### src/rtl/rf_pkg.sv
// Shared definitions for the 2-read/1-write register file and its clear sequencer.
package rf_pkg;

    // Clear sequencer state encoding
    typedef logic [1:0] rf_state_t;

    localparam rf_state_t RF_IDLE  = 2'd0;
    localparam rf_state_t RF_CLEAR = 2'd1;
    localparam rf_state_t RF_DONE  = 2'd2;

endpackage

### src/rtl/rf_clear_seq.sv
// Clear sequencer: walks every entry once, one per cycle, then pulses done.
// Exposes a write strobe and address that the register file applies with CLR_VAL.
module rf_clear_seq
    import rf_pkg::*;
#(
    parameter int ADDR_W = 2
) (
    input  logic              clk,
    input  logic              rst,
    input  logic              clr,
    output logic              busy,
    output logic              done,
    output logic              clr_we,
    output logic [ADDR_W-1:0] clr_addr
);

    // Highest entry index; reaching it ends the walk
    localparam logic [ADDR_W-1:0] LAST_ADDR = {ADDR_W{1'b1}};

    rf_state_t         state_reg, state_next;
    logic [ADDR_W-1:0] ptr_reg, ptr_next;

    // State and pointer registers; reset aborts any walk in progress
    always_ff @(posedge clk) begin
        if (rst) begin
            state_reg <= RF_IDLE;
            ptr_reg   <= '0;
        end else begin
            state_reg <= state_next;
            ptr_reg   <= ptr_next;
        end
    end

    // Next-state logic: clr is only honoured from IDLE, never queued
    always_comb begin
        state_next = state_reg;
        ptr_next   = ptr_reg;
        case (state_reg)
            RF_IDLE: begin
                if (clr) begin
                    state_next = RF_CLEAR;
                    ptr_next   = '0;
                end
            end
            RF_CLEAR: begin
                if (ptr_reg == LAST_ADDR) begin
                    state_next = RF_DONE;
                end else begin
                    ptr_next = ptr_reg + ADDR_W'(1);
                end
            end
            RF_DONE: begin
                state_next = RF_IDLE;
            end
            default: begin
                state_next = RF_IDLE;
            end
        endcase
    end

    // Outputs decoded from the current state only (Moore)
    always_comb begin
        busy     = (state_reg == RF_CLEAR);
        done     = (state_reg == RF_DONE);
        clr_we   = (state_reg == RF_CLEAR);
        clr_addr = ptr_reg;
    end

endmodule

### src/rtl/regfile_2r1w_param.sv
// Parametrised 2-read/1-write register file with registered, write-bypassed
// reads and a hardware clear sequencer that fills every entry with CLR_VAL.
module regfile_2r1w_param
    import rf_pkg::*;
#(
    parameter int               WIDTH   = 4,
    parameter int               ADDR_W  = 2,
    parameter logic [WIDTH-1:0] CLR_VAL = '0
) (
    input  logic              clk,
    input  logic              rst,
    input  logic              W,
    input  logic [ADDR_W-1:0] DA,
    input  logic [WIDTH-1:0]  D,
    input  logic [ADDR_W-1:0] SA,
    input  logic [ADDR_W-1:0] SB,
    output logic [WIDTH-1:0]  A,
    output logic [WIDTH-1:0]  B,
    input  logic              clr,
    output logic              busy,
    output logic              done,
    output logic              wr_drop
);

    localparam int DEPTH = 2 ** ADDR_W;

    logic              clr_we;
    logic [ADDR_W-1:0] clr_addr;
    logic              user_we;
    logic [WIDTH-1:0]  entry_q [DEPTH];
    logic [WIDTH-1:0]  a_next, b_next;
    logic [WIDTH-1:0]  a_reg, b_reg;
    logic              wr_drop_reg;

    rf_clear_seq #(
        .ADDR_W (ADDR_W)
    ) u_clear_seq (
        .clk      (clk),
        .rst      (rst),
        .clr      (clr),
        .busy     (busy),
        .done     (done),
        .clr_we   (clr_we),
        .clr_addr (clr_addr)
    );

    // User writes are locked out while the sequencer owns the array, so the
    // two write sources never collide on the same entry.
    assign user_we = W && !busy;

    genvar gi;
    generate
        for (gi = 0; gi < DEPTH; gi++) begin : g_entry
            logic [WIDTH-1:0] entry_reg;

            // One storage entry: sequencer clear, else accepted user write
            always_ff @(posedge clk) begin
                if (rst) begin
                    entry_reg <= '0;
                end else if (clr_we && (clr_addr == ADDR_W'(gi))) begin
                    entry_reg <= CLR_VAL;
                end else if (user_we && (DA == ADDR_W'(gi))) begin
                    entry_reg <= D;
                end
            end

            assign entry_q[gi] = entry_reg;
        end
    endgenerate

    // Read port A: next-state value of the addressed entry (bypass on write)
    always_comb begin
        a_next = entry_q[SA];
        if (clr_we && (clr_addr == SA)) begin
            a_next = CLR_VAL;
        end
        if (user_we && (DA == SA)) begin
            a_next = D;
        end
    end

    // Read port B: same bypass rules as port A
    always_comb begin
        b_next = entry_q[SB];
        if (clr_we && (clr_addr == SB)) begin
            b_next = CLR_VAL;
        end
        if (user_we && (DA == SB)) begin
            b_next = D;
        end
    end

    // Registered read data and dropped-write flag
    always_ff @(posedge clk) begin
        if (rst) begin
            a_reg       <= '0;
            b_reg       <= '0;
            wr_drop_reg <= 1'b0;
        end else begin
            a_reg       <= a_next;
            b_reg       <= b_next;
            wr_drop_reg <= W && busy;
        end
    end

    assign A       = a_reg;
    assign B       = b_reg;
    assign wr_drop = wr_drop_reg;

endmodule

### config.mk
export PLATFORM = sky130hd
export DESIGN_NAME = regfile_2r1w_param
export DESIGN_NICKNAME = d
export VERILOG_FILES = /design/src/rtl/rf_pkg.sv /design/src/rtl/rf_clear_seq.sv /design/src/rtl/regfile_2r1w_param.sv
export SDC_FILE = /design/constraint.sdc
export NUM_CORES = 1
export LEC_CHECK = 0
export ABC_CLOCK_PERIOD_IN_PS = 1800
export CORE_UTILIZATION = 51
export DETAILED_ROUTE_END_ITERATION = 12
export PLACE_DENSITY_LB_ADDON = 0.12
export SYNTH_ARGS = -nofsm -noshare
export SYNTH_HDL_FRONTEND = slang
export SYNTH_SLANG_ARGS = --single-unit
### constraint.sdc
create_clock -name clk -period 1.8 [get_ports clk]
set_input_delay 0.36 -clock clk [delete_from_list [all_inputs] [get_ports clk]]
set_output_delay 0.36 -clock clk [all_outputs]
set_load 0.005 [all_outputs]
# Word-level counts from Yosys, hierarchy flattened
# Cells that the tools add are included.
[word_totals]
latch_bits = 0
input_bits = 14
ff_bits = 29
ram_bits = 0
n_memories = 0
mem_bits_ro = 0
[classes]
eq_ne = 15
reduce_logical = 25
n_div = 0
n_addsub = 1
n_mul = 0
shifts = 0
muxes = 16
n_lt_le_gt_ge = 2
bitwise = 2
[ops]
columns = ["operator", "count"]
rows = [
  ["4-bit 2-to-1 mux", 8],
  ["4-bit binary-select mux with 2-bit select", 2],
  ["1-bit logical AND", 14],
  ["2-bit equality test, second input constant", 5],
  ["2-bit equality test", 4],
  ["2-bit 2-to-1 mux", 4],
  ["2-bit case mux with 2 select lines", 2],
  ["2-bit OR reduction", 4],
  ["2-bit by 1-bit equality test with 1-bit output, second input constant", 3],
  ["3-bit >= comparator, second input constant", 2],
  ["2-bit logical NOT", 3],
  ["2-bit NOT with 3-bit output", 2],
  ["2-bit != test, second input constant", 2],
  ["3-bit AND reduction", 1],
  ["2-bit by 1-bit adder with 2-bit output, second input constant", 1],
  ["2-bit by 1-bit != test with 1-bit output, second input constant", 1],
  ["2-bit AND reduction", 1],
  ["2-bit nonzero test", 1],
  ["1-bit logical NOT", 1],
]

# Depth between registers and ports, before layout
# Gate-level depths: netlist of run 1.
[depth]
ltp_word = 6
depth_mapped = 6
mapped_depth_nobuf = 5

# By module
# A second synthesis of run 1 with hierarchy kept.
[hier_totals]
hier_cells = 153
hier_area_um2 = 1674.1
[by_module_without_submodules]
columns = ["mod", "seq_area_each_um2", "instances", "cells_each", "area_per_inst_um2"]
rows = [
  ["regfile_2r1w_param", 500.5, 1, 129, 1465.2],
  ["rf_clear_seq", 80.1, 1, 24, 209.0],
]

# Worst setup path after synthesis of run 1
# OpenSTA, ideal clock, no wires.
[synth_path]
kind = "register to register"
from = "reg u_clear_seq.state_reg[1]"
to = "reg g_entry[0].entry_reg[0]"
period_less_slack_ps = 1366
arrival_ps = 1252
setup_ps = 115
stages_incl_launch_ff = 7
n_path_buf = 1
t_required_ps = 1685
setup_slack_ps = 434
path_cell_list = "dfxtp_1 nand2b_1 buf_6 inv_2 nor4b_4 mux2i_1 nor2_1"
[synth_via]
elab_chain_cells = 4
word_cells_on_any_way = 6
classes_between = "1 x eq/ne; 5 x reduce/logical"
[synth_lines]
columns = ["item", "line", "source"]
rows = [
  ["from (decl)", "rf_clear_seq.sv:20", "rf_state_t state_reg, state_next;"],
  ["from (signal assigned)", "rf_clear_seq.sv:29", "state_reg <= state_next;"],
  ["2-bit by 1-bit equality test with 1-bit output (*)", "rf_clear_seq.sv:63", "busy = (state_reg == RF_CLEAR);"],
  ["net busy", "regfile_2r1w_param.sv:20", "output logic busy,"],
  ["1-bit logical NOT", "regfile_2r1w_param.sv:49", "assign user_we = W && !busy;"],
  ["1-bit logical AND", "regfile_2r1w_param.sv:49", ""],
  ["1-bit logical AND", "regfile_2r1w_param.sv:62", "end else if (user_we && (DA == ADDR_W'(gi))) begin"],
  ["to (signal assigned)", "regfile_2r1w_param.sv:59", "entry_reg <= '0;"],
  ["to (signal assigned)", "regfile_2r1w_param.sv:61", "entry_reg <= CLR_VAL;"],
  ["to (signal assigned)", "regfile_2r1w_param.sv:63", "entry_reg <= D;"],
  ["to (decl)", "regfile_2r1w_param.sv:54", "logic [WIDTH-1:0] entry_reg;"],
]
# Mark *: on every way through the listed nets, which the timed path passes. The rest lies on a longest branch.
# A chain may end at the register's enable or synchronous reset.

# Worst setup path in the final report of run 1
[layout_path]
from = "reg u_clear_seq.state_reg[1]"
to = "out busy"
[layout_via]
elab_chain_cells = 1
[layout_lines]
columns = ["item", "line"]
rows = [
  ["2-bit by 1-bit equality test with 1-bit output", "rf_clear_seq.sv:63"],
  ["to (decl)", "regfile_2r1w_param.sv:20"],
]
# Every way passes these cells.

==> impl_summary.md, run 1 <==
Pwr
The design draws 1.453 mW. The analysis attributes to cell leakage a power of 0.8258 nW. Across the VDD grid, the largest voltage drop is 0.6907 mV. The total power divided by cell area is 745.4 nW/um^2.

STA
The final worst setup slack is 0.06761 ns. Based on the critical path, the design can be clocked at up to 0.5772 GHz. The share of the clock period used by the worst path after layout is 96.24%. At the pin with the least slew margin, the transition time is 0.5697 ns. Setup repair after global routing left no endpoint under its margin. The worst-case clock skew is 0.009360 ns. The number of max-slew violations in the final report is 0.

The final period demand of the worst path is 1.732 ns. The number of hold violations in the final report came to 0. The relative slew slack is 61.90%. The final count of negative-setup-slack endpoints is 0. Final hold analysis gives a worst-case slack of 0.5406 ns. The aggregate negative setup slack is 0 ns.

Placed design
The post-detailed-placement half-perimeter wirelength is 2542 um. Input and output buffers added on the ports amount to 24. Timing analysis after detailed placement gives a worst setup slack of -0.03171 ns. The congestion estimate from routability-driven global placement came to 0.8828. In this run, placement finished with an instance count of 202. Summing all placed instances gives a cell area of 1829 sq um.

Yosys
The synthesized netlist contains 27 unique library cells. The library cell with the highest instance count after synthesis is dfxtp_1. In this run, synthesis inferred 0 flip-flops with an integrated enable. Counting instances in the post-synthesis netlist gives the leading cell types as 29 x dfxtp_1, 19 x nor2_1, 17 x mux2i_1, 9 x inv_1. The total nets after synthesis is 161. The synthesized area divided by synthesized cell count is 10.47 sq um. The gate count after technology mapping is 143. The share of the synthesized area in the top cell type is 38.76%. The flip-flop cell with the highest count after synthesis is dfxtp_1. Sequential elements use 38.76% of the synthesized area.

By area the synthesized netlist is led by dfxtp_1 39%, mux4_2 12%, mux2i_1 11%. The share of async-settable or async-resettable flops after synthesis is 0%. The synthesized design contains 29 register bits.

The cell type contributing the most total cell area after synthesis is dfxtp_1. After synthesis the cells add up to 1498 sq um. For this run, the number of Yosys warnings is 0.

Critical path
The signal on the critical path passes through nand2b_4, inv_2, clkdlybuf4s50_1. The kind of end point of the critical path is an output pin. The slack of the worst reg-to-reg path is 0.28 ns.

The depth of the worst register-to-register path is 8. The number of buffers and inverters on the critical path is 2. The slowest library cell on the worst path is clkdlybuf4s50_1. STA classifies the critical path startpoint as a flop. The maximum fanout encountered on the critical timing path is 2. The worst setup path is of the reg -> out kind. The endpoint of the worst register-to-register path is g_entry[0].entry_reg[2]. At the worst endpoint, the arrival time is 1.37 ns. The worst register-to-register path begins at u_clear_seq.state_reg[1]. Data on the critical path is required at its endpoint by 1.44 ns. In this design, the stage delay of the slowest critical-path cell is 0.49 ns. The top cell family by delay on the critical path is buffers and inverters.

CTS
In this run the clock root is driven by a clkbuf_4. The clock transition at the registers of the reported paths is 0.10 ns. CTS saw 29 sinks. The number of H-tree levels is 2.

Counting along the longest clock path gives a buffer depth of 2. TritonCTS created 5 clock buffers. The clock reaches the later pin of the worst-skew pair after 0.33 ns. The CTS tree is yes.

Min path
The worst hold path begins at g_entry[3].entry_reg[1]. In this run the worst hold path is classified as reg -> reg. The cell count of the worst hold path is 2.

The worst hold path terminates at g_entry[3].entry_reg[1].

Routing
The sum of routed wire length over all layers is 3266 um. The pre-antenna-repair detailed-routing pass consisted of 4 iterations. The routed wirelength normalized by instance count is 15.33 um.

The DRC violations left is 0. The total vias in the final route is 1196. In this run, the number of DRC markers left after iteration 0 of detailed routing was 33. The detail route stage leaves a number of antenna-violating nets equal to 0. The routed via count divided by cell count is 5.615.

Floorplan
The initial utilization of the core area, before any placement, comes to 54.31%. The floorplan has 19 rows. The die width is 56.19 um.

The top-level I/O count is 25. The core region is 2758 sq um. The total die area is 3157 sq um. The die is 56.19 um tall.

Layout
At the end of the flow, the number of nets in the layout was 199. The post-layout instance count excluding filler cells is 213. The register with the most flip-flops in the layout has 16 of them. Once layout is complete, the utilization of the core stands at 70.69%. In the final layout, the multi-input gates occupy 834.6 sq um. Counting the fill cells in the layout gives 219. The finished cells cover 1949 sq um. From synthesis to final layout, the design area changed by 30.16%. The layout cell share with drive strength beyond 1 is 20.88%.

The antenna diode count is 0. In the final layout, flip-flops and latches occupy 584.3 sq um.

Global route
The all-layer global routing usage is 23.29%. The pin count of the biggest net entering global routing is 18. The residual overflow from global routing is 0. The via count of the first global-routing pass is 1152.

The initial antenna violation count is 0. The first-pass GRT wire length is 5575 um.

Status
The run finished with clean final reports.

Run
Across the run, the number of max-cap violations was 0.
-- power by group --
| group | switching (mW) | internal (mW) |
|---|---|---|
| Combinational | 0.104 | 0.127 |
| Clock | 0.251 | 0.294 |
| Sequential | 0.0165 | 0.660 |
| Total | 0.371 | 1.08 |
-- what timing repair did --
action / CTS / global route
resized for setup: 1 / 3
endpoints found under the setup margin: 1 / 2
hold buffers: 0 / 0
pin swaps: 0 / 0
buffers inserted: 1 / 2
gates cloned: 0 / 0
-- worst reg2reg max path, stage by stage, from the launching register on --
cell and delay (ns):
dfxtp_4 0.36, nand2b_4 0.12, inv_2 0.04, buf_4 0.12, buf_4 0.15, nor4b_4 0.21, buf_4 0.18, mux2i_1 0.20
nor2_1 0.05
-- cells by family after synthesis --
family	synth area share, %
AO/OA/AOI/OAI	8.271
XOR/XNOR	4.679
adder cells (fa/ha/maj)	3.342
buffers and inverters	6.015
flip-flops	38.76
multiplexers	24.14
AND/OR/NAND/NOR	14.79
-- cell type report --
type	instances	area share (%)
Multi-Input combinational cell	94	42.81
Clock buffer	5	1.926
Timing Repair Buffer	41	19.00
Inverter	10	1.926
Clock inverter	3	2.375
Sequential cell	29	29.97
Tap cell	31	1.990
-- layout by cell type, fill, tap and decap left out, drive strengths merged, types with 3 or more instances in the layout --
master and n:
buf 17, clkdlybuf4s50 23, inv 10, o32ai 6, ha 4, nand2b 5
mux2i 17, a21o 4, nor2 19, nand4b 4, clkbuf 5, xnor2 8
mux4 8, nand4 3, dfxtp 29
-- worst max path at each step --
stage	endpoint	depth (start not counted)	startpoint
floorplan	g_entry[0].entry_reg[0]	6	u_clear_seq.state_reg[1]
global placement	A[3]	4	SA[0]
detailed placement	B[1]	6	SB[1]
CTS	busy	3	u_clear_seq.state_reg[1]
global route	busy	3	u_clear_seq.state_reg[1]
finish	busy	3	u_clear_seq.state_reg[1]
-- per-layer routing --
metal / vias to the layer above / share of wire (%) / wire, um / track usage, %
met1: 565 / 47 / 1533 / 30.90
met5: - / 0 / 0 / 0
li1: 589 / - / - / -
met3: 6 / 5.1 / 166 / 5.116
met2: 36 / 47 / 1519 / 37.07
met4: 0 / 1.4 / 46 / 9.059
Power figures use the tool's default switching activity.
==> inputs of run 2 (changes only) <==
--- a/config.mk
+++ b/config.mk
@@ -11,4 +11,5 @@
 export PLACE_DENSITY_LB_ADDON = 0.12
 export SYNTH_ARGS = -nofsm -noshare
 export SYNTH_HDL_FRONTEND = slang
+export SYNTH_HIERARCHICAL = 1
 export SYNTH_SLANG_ARGS = --single-unit
==> impl_summary.md, run 2 <==
Status
The run finished with clean final reports.

STA
The share of the clock period used by the worst path after layout is 93.92% (-2.3 points). The aggregate negative setup slack is 0 ns (unchanged). The number of max-slew violations in the final report is 0 (unchanged). Setup repair after global routing left no endpoint under its margin.

The number of hold violations in the final report is 0 (unchanged). The final worst setup slack came to 0.1095 ns (+0.04190 ns). The highest achievable clock rate is 0.5915 GHz (+2.5%). The final count of negative-setup-slack endpoints is 0 (unchanged). The worst-case clock skew is 0.008803 ns (-0.0005572 ns). The relative slew slack came to 74.45% (+13 points). The final period demand of the worst path is 1.690 ns (-0.04190 ns). The slew of the pin with the lowest slew margin is 0.3827 ns (-0.1870 ns).

Global route
The residual overflow from global routing is 0 (unchanged). The met2 routing resource usage after global routing is 41.73% (+4.7 points). The via count of the first global-routing pass was 1293 (+12%). The global-route met1 utilization is 27.79% (-3.1 points). The first-pass GRT wire length is 6092 um (+9.3%). The pin count of the biggest net entering global routing is 22 (+4).

The all-layer global routing usage is 24.30% (+1.0 points). The fraction of met3 tracks used by global routing is 7.860% (+2.7 points). The initial antenna violation count is 0 (unchanged).

After global routing, the most crowded layer is met2.

Min path
The class of the tightest hold or removal check is reg -> reg. The capture endpoint of the worst hold path is u_clear_seq/state_reg[1]. The worst hold path begins at u_clear_seq/state_reg[1]. The cell count of the worst hold path is 1 (-1).

CTS
TritonCTS built the clock tree. The number of buffers created by CTS is 5 (unchanged). The number of clock sinks is 29 (unchanged). The clock root buffer master is clkbuf_4. The worst-case clock buffer depth is 2 (unchanged). The number of H-tree levels is 2 (unchanged). The count of hold-fix buffers inserted at cts is 0 (unchanged). The clock insertion delay at the later pin of the skew report is 0.34 ns (about the same). The clock transition at the registers of the reported paths is 0.09 ns (about the same).

Placed design
The pre-CTS setup slack is -0.07707 ns (-0.04536 ns). The post-detailed-placement half-perimeter wirelength is 2823 um (+11%). The number of port buffers is 24 (unchanged). The cell total after placement is 225 (+11%). The weighted congestion reported at the end of routability-driven placement was 0.9009 (+2.1%).

Floorplan
The area inside the core boundary is 3078 sq um (+12%). The total die area is 3516 sq um (+11%). The initial standard-cell utilization of the core is 54.39% (+0.080 points).

The top-level I/O count is 25 (unchanged). The row count is 20 (+1). The height of the die is 59.30 um (+5.5%). The die width is 59.30 um (+5.5%).

Yosys
Yosys attributes the largest share of cell area to dfxtp_1 35%, mux2i_1 10%, mux4_2 8.1%. The gate count after technology mapping is 153 (+7.0%). The library cell with the highest instance count after synthesis is dfxtp_1. The total nets after synthesis is 168 (+4.3%). The complex-gate fraction of the synthesized area is 11.21% (+2.9 points). The share of the synthesized area in the top cell type is 34.68% (-4.1 points).

The synthesized area divided by synthesized cell count is 10.94 sq um (+4.5%). The commonest cells after synthesis are 29 x dfxtp_1, 18 x nor2_1, 17 x mux2i_1, 11 x inv_1. The register bit total from synthesis is 29 (unchanged).

The cell type contributing the most total cell area after synthesis is dfxtp_1. The distinct cell type count of the synthesized netlist is 28 (+3.7%). The netlist area before placement is 1674 sq um (+12%). The flip-flop cell with the highest count after synthesis is dfxtp_1. The adder and majority gate portion of the synthesized area was 0.7474% (-2.6 points). The share of async-settable or async-resettable flops after synthesis is 0% (unchanged). The number of synthesized flops with an enable pin was 0 (unchanged). The fraction of synthesized area in multiplexers is 21.38% (-2.8 points). The xor and xnor fraction of the mapped netlist area is 5.082% (+0.40 points). The area share of and/or/nand/nor cells after synthesis is 18.98% (+4.2 points). The share of synthesized area occupied by flip-flops and latches is 34.68% (-4.1 points). The largest family of logic cells by synthesized area is multiplexers.

The count of yosys warnings during synthesis is 6 (+6).

Layout
The flip-flop count of the largest register after layout was 16 (unchanged). The antenna diode count is 0 (unchanged). The core utilization of the finished layout is 67.32% (-3.4 points).

The library cell used most frequently in the layout, excluding fill and tap cells, is dfxtp_1. Relative to the synthesized area, the layout overhead comes to 23.77%. The post-layout instance count excluding filler cells came to 232 (+8.9%).

The number of nets in the final layout came to 203 (+2.0%). The number of fill cells in the layout was 262 (+20%). The layout cell share with drive strength beyond 1 came to 26.60% (+5.7 points).

The top cell types in the final layout, fill and taps aside, are 28 x dfxtp_1, 23 x clkdlybuf4s50_1, 18 x nor2_1.

Routing
The initial detailed-routing violation count is 62 (+88%). The DRC violations left was 0 (unchanged). The routed wirelength normalized by instance count is 15.73 um (+2.6%). The residual antenna-violating net count after detailed routing is 0 (unchanged). The sum of routed wire length over all layers was 3649 um (+12%). The number of detailed-route iterations in the first pass is 4 (unchanged). The routed via count divided by cell count is 5.672 (+1.0%). The total vias in the final route is 1316 (+10%).

Pwr
The maximum resistive drop on vdd is 0.3745 mV (-46%). The leakage power figure is 0.8117 nW (-1.7%). The overall power of the completed layout came to 1.364 mW (-6.1%). The total power divided by cell area is 658.5 nW/um^2 (-12%).

Critical path
The slowest library cell on the worst path is clkdlybuf4s50_1. STA classifies the critical path startpoint as a flop. The kind of end point of the critical path is an output pin.

The highest cell delay on the worst timing path came to 0.50 ns (about the same). The endpoint of the worst register-to-register path is g_entry[0].entry_reg[0]. The top cell family by delay on the critical path is buffers and inverters.

The maximum fanout encountered on the critical timing path is 7 (+5). The worst path required time came to 1.44 ns (about the same). The critical path goes through nor2b_2, clkdlybuf4s50_1. The worst setup path is of the reg -> out kind. The worst flop-to-flop path startpoint is u_clear_seq/state_reg[0]. The depth of the worst register-to-register path is 6 (-2). The data arrival at the endpoint of the critical path is 1.33 ns (-0.04 ns). The slack of the worst reg-to-reg path came to 0.34 ns (+0.06 ns). The number of buffers and inverters on the critical path is 1 (-1).

Run
The reported max-cap violation count is 0 (unchanged).
## run 2: cells by family (layout without fill, tap and decap cells)
| family | count (synthesis) | count (layout) |
|---|---|---|
| AOI/OAI and AO/OA | 16 | 16 |
| muxes | 25 | 25 |
| and+or+nand+nor | 51 | 51 |
| buffers and inverters | 23 | 58 |
| adders and majority gates | 1 | 1 |
| DFF | 29 | 29 |
| xor gates and xnor gates | 8 | 8 |
## run 2: metal layers
layer	wire, um	up-vias	share of wire, %
li1	-	627	-
met1	1456	640	40
met2	1918	42	53
met3	220	7	6.0
met4	53	0	1.5
met5	0	-	0
## run 2: repair_timing
| action | CTS | global route |
|---|---|---|
| gates resized for setup | 1 | 2 |
| setup endpoints to repair | 1 | 2 |
| pin swaps | 0 | 0 |
| buffers inserted | 0 | 0 |
## run 2: where the power goes
| part | switching (mW) | leakage (nW) | total [mW] | internal [mW] |
|---|---|---|---|---|
| logic | 0.123 | 0.544 | 0.268 | 0.145 |
| registers | 0.0166 | 0.236 | 0.679 | 0.662 |
| clock network | 0.234 | 0.0314 | 0.418 | 0.184 |
| total | 0.374 | 0.812 | 1.36 | 0.991 |
## run 2: cell type report
type                    count  area (sq um)  share of cell area [%]
multi-input cells         101         963.4                   46.50
flip-flops and latches     29         581.8                   28.08
repair buffers             40         375.4                   18.12
clock buffers               7         55.05                   2.657
well taps                  44         55.05                   2.657
inverters                  11         41.29                   1.993
## run 2: worst register-to-register path, stage by stage, from the launching register on
cell and delay [ns]:
dfxtp_1 0.32, nor2b_2 0.15, buf_4 0.18, nor4b_4 0.27
buf_4 0.19, mux2i_1 0.21, nor2_1 0.05
## run 2: how the worst max path moves through the flow
stage                              from   end  depth (start not counted)
3_5_place_dp                      SA[1]  A[1]                          5
2_1_floorplan  u_clear_seq/state_reg[0]  A[0]                          6
4_1_cts        u_clear_seq/state_reg[0]  done                          3
3_3_place_gp                      DA[0]  B[1]                          5
5_1_grt        u_clear_seq/state_reg[1]  busy                          2
6_report       u_clear_seq/state_reg[1]  busy                          2
## run 2: metrics by stage
stage / hold WS [ns] / cell area, sq um
finish: 0.5128 / 2072
global route: 0.5455 / 2072
CTS: 0.5084 / 2067
detailed placement: 0.5142 / 2011
global placement: 0.4969 / 2011
floorplan: 0.4291 / 1674
==> RTL change 1: new RTL, settings of run 1 <==
`b_reg` no longer has a reset.
--- a/src/rtl/regfile_2r1w_param.sv
+++ b/src/rtl/regfile_2r1w_param.sv
@@ -95,11 +95,13 @@
         if (rst) begin
             a_reg       <= '0;
-            b_reg       <= '0;
             wr_drop_reg <= 1'b0;
         end else begin
             a_reg       <= a_next;
-            b_reg       <= b_next;
             wr_drop_reg <= W && busy;
         end
+    end
+
+    always_ff @(posedge clk) begin
+        b_reg <= b_next;
     end
 
Check against the original RTL: not equivalent (a bounded check fails within 4 cycles, from zero or initial values and one cycle with rst high).
==> RTL change 1 against run 1 <==
Sequential cell count stayed put; synthesized cell count rose by 3.5%; total power grew 0.75%; synthesized area increased by 0.67%; final area decreased by 0.26%; setup slack got worse by 0.011 ns; critical path depth fell by 1; wire length is 1.6% higher; largest cell class unchanged.
==> RTL change 1: results <==
[status]
status = "finished, final reports clean"

[routing]
dr_wl_met2_um = 1540
wirelength_um = 3320
drtIter0Drc = 35
vias_per_cell = 5.46
wl_met1_um = 1560
wl_met3_um = 165

[power]
power.leakage_nw = 0.823
pg_clk_uw = 552
peakVddDrop_v = 0.000759
switching_share = 0.259

[yosys]
synth_compound_area_frac = 0.0747
synth_cell_types = 29
synthAdderAreaFrac = 0.0332
ys_seq_area_frac = 0.385

[sta]
relSlewSlack = 0.655
finClkSkew_ns = 0.00948

[global_route]
grt_pass1_wl_um = 5560
grt_max_degree = 16
grt_pass1_vias = 1137
met3_usage = 0.0691
track_usage = 0.235
grt_util_met2 = 0.355
met1_usage = 0.317

[layout]
clkCellAreaFrac = 0.0431
drive_gt1_frac = 0.198
buf_share = 0.181
multi_input_area_share = 0.432
sh_seq_area = 0.302
n_all_buffers = 37
fill_cells = 222
multi_input_gates = 98
largest_reg_flops = 16

[worst_hold_path]
holdPathStages = 1
hp-start = "u_clear_seq.state_reg[1]"
whs_endpoint = "u_clear_seq.state_reg[0]"

[setup_path]
reg2reg_to = "g_entry[0].entry_reg[1]"
critical-path-max-stage-delay_ns = 0.51
r2r_setup_slack_ns = 0.33
worstSetupEndpoint = "done"
rr_worst_depth = 7
path_max_fanout = 5

[placed_design]
gp_congestion = 0.835
dp_slack_ns = -0.0854
dp_hpwl_um = 2510
[RTL change 1: cell count changes in the layout (fill, tap and decap cells not counted), moves of 2 or more]
cell,before,now
o32ai_1,6,3
o21ai_1,0,2
buf_4,17,12
nand2_1,2,6
[RTL change 1: timing repair]
| action | in CTS | in global routing |
|---|---|---|
| setup buffers | 1 | 0 |
| resized for setup | 2 | 5 |
| endpoints found under the setup margin | 1 | 2 |
[RTL change 1: per-stage QoR]
| stage | hold WS [ns] | setup TNS (ns) | instances | instance area (µm²) | power [mW] |
|---|---|---|---|---|---|
| floorplan | 0.447 | 0 | 148 | 1510 | 0.826 |
| global placement | 0.477 | -0.109 | 204 | 1830 | 0.916 |
| detailed placement | 0.500 | -0.316 | 204 | 1830 | 0.922 |
| CTS | 0.510 | 0 | 213 | 1930 | 1.47 |
| global route | 0.478 | 0 | 213 | 1940 | 1.52 |
| finish | 0.466 | 0 | 213 | 1940 | 1.46 |
==> RTL change 2: new RTL, flow settings as in run 1 <==
Made on the original files. `ADDR_W` is set to 2 in 2 places; all go to 1.
--- a/src/rtl/rf_clear_seq.sv
+++ b/src/rtl/rf_clear_seq.sv
@@ -4,5 +4,5 @@
     import rf_pkg::*;
 #(
-    parameter int ADDR_W = 2
+    parameter int ADDR_W = 1
 ) (
     input  logic              clk,
--- a/src/rtl/regfile_2r1w_param.sv
+++ b/src/rtl/regfile_2r1w_param.sv
@@ -5,5 +5,5 @@
 #(
     parameter int               WIDTH   = 4,
-    parameter int               ADDR_W  = 2,
+    parameter int               ADDR_W  = 1,
     parameter logic [WIDTH-1:0] CLR_VAL = '0
 ) (
Interface: changed (resized DA, SA and SB); port bits go from 25 to 22. No check against the original RTL was run, so the function may have changed too.
==> RTL change 2 against run 1 <==
Count of clock-buffer cells in the layout shrank 2; highest routed layer unchanged; final area shrank 39%; total power shrank 41%; non-clock buffer count shrank 12; via count shrank 32%; largest power group unchanged; critical path type unchanged; setup slack gained 0.011 ns; sequential cell count shrank 9; synthesized area shrank 38%; wire length shrank 40%.
==> RTL change 2: results <==
[global_route]
grt_util_met2 = 0.376
met3_usage = 0.0408
track_usage = 0.211
met1_usage = 0.250

[routing]
wl_met1_um = 845
wl_met3_um = 89
drtIter0Drc = 31
vias = 817
dr_wl_met2_um = 1000
wirelength_um = 1950

[yosys]
synth_top_area_frac = 0.432
synth_fp_nets = 108
synth_cell_types = 24
ys_seq_area_frac = 0.432
synth_area_leaders = "dfxtp_1, mux2i_1, o32ai_1"

[layout]
largest_reg_flops = 8
nNetsFinal = 134
fill_cells = 136
drive_gt1_frac = 0.0992

[placed_design]
dpl-instance-area_um2 = 1180
dp_hpwl_um = 1540
place.port_buffers = 21
dp_slack_ns = 0.114

[clocking]
cts_inserted_buffers = 3
clk_latency_ns = 0.28
ctsResizeCount = 0
htreeDepth = 1
post_cts_buffers = 0
clockBufferDepth = 2

[power]
power.leakage_nw = 0.468
seqPwrFrac = 0.561
peakVddDrop_v = 0.000609
pg_clk_uw = 200
p_switching_uw = 221

[setup_path]
reg2reg_to = "B[3]"
r2r_setup_slack_ns = 0.45
rr_worst_depth = 4

[sta]
period_needed_ns = 1.72
relSlewSlack = 0.830

[status]
status = "finished, final reports clean"
[RTL change 2: layout make-up]
class | count | area (µm²) | area share
clock buffers | 3 | 22.5 | 0.0188
multi-input cells | 60 | 440 | 0.367
well taps | 25 | 31.3 | 0.0261
repair buffers | 29 | 270 | 0.225
flip-flops and latches | 20 | 400 | 0.334
inverters | 9 | 33.8 | 0.0282
[RTL change 2: kinds of logic (layout without fill, tap and decap cells)]
| family | Yosys count | count (layout) | share of synthesized area |
|---|---|---|---|
| flip-flops | 20 | 20 | 0.432 |
| buffers and inverters | 17 | 41 | 0.0919 |
| AND/OR/NAND/NOR | 17 | 17 | 0.111 |
| multiplexers | 9 | 9 | 0.0973 |
| AO/OA/AOI/OAI | 30 | 30 | 0.230 |
| XOR/XNOR | 4 | 4 | 0.0378 |
[RTL change 2: worst min path at each step]
stage,slack (ns),to,cells after the start
after floorplan,0.42,u_clear_seq.state_reg[0],1
after global placement,0.44,u_clear_seq.state_reg[0],1
after detailed placement,0.47,u_clear_seq.state_reg[0],1
after CTS,0.49,u_clear_seq.state_reg[0],1
after global routing,0.51,g_entry[1].entry_reg[2],2
final,0.48,u_clear_seq.state_reg[0],1
[RTL change 2: worst max-delay path: cells and delay by family (launching register included)]
| family | cells | cell delay [ns] |
|---|---|---|
| buf+inv | 2 | 0.57 |
| simple gates | 1 | 0.17 |
| flops | 1 | 0.34 |
[RTL change 2: through the flow]
step / hold WS, ns / total power [mW] / std cells
finish: 0.481 / 0.851 / 146
global route: 0.510 / 0.891 / 146
CTS: 0.487 / 0.857 / 146
detailed placement: 0.471 / 0.660 / 143
global placement: 0.439 / 0.656 / 143
floorplan: 0.425 / 0.585 / 97
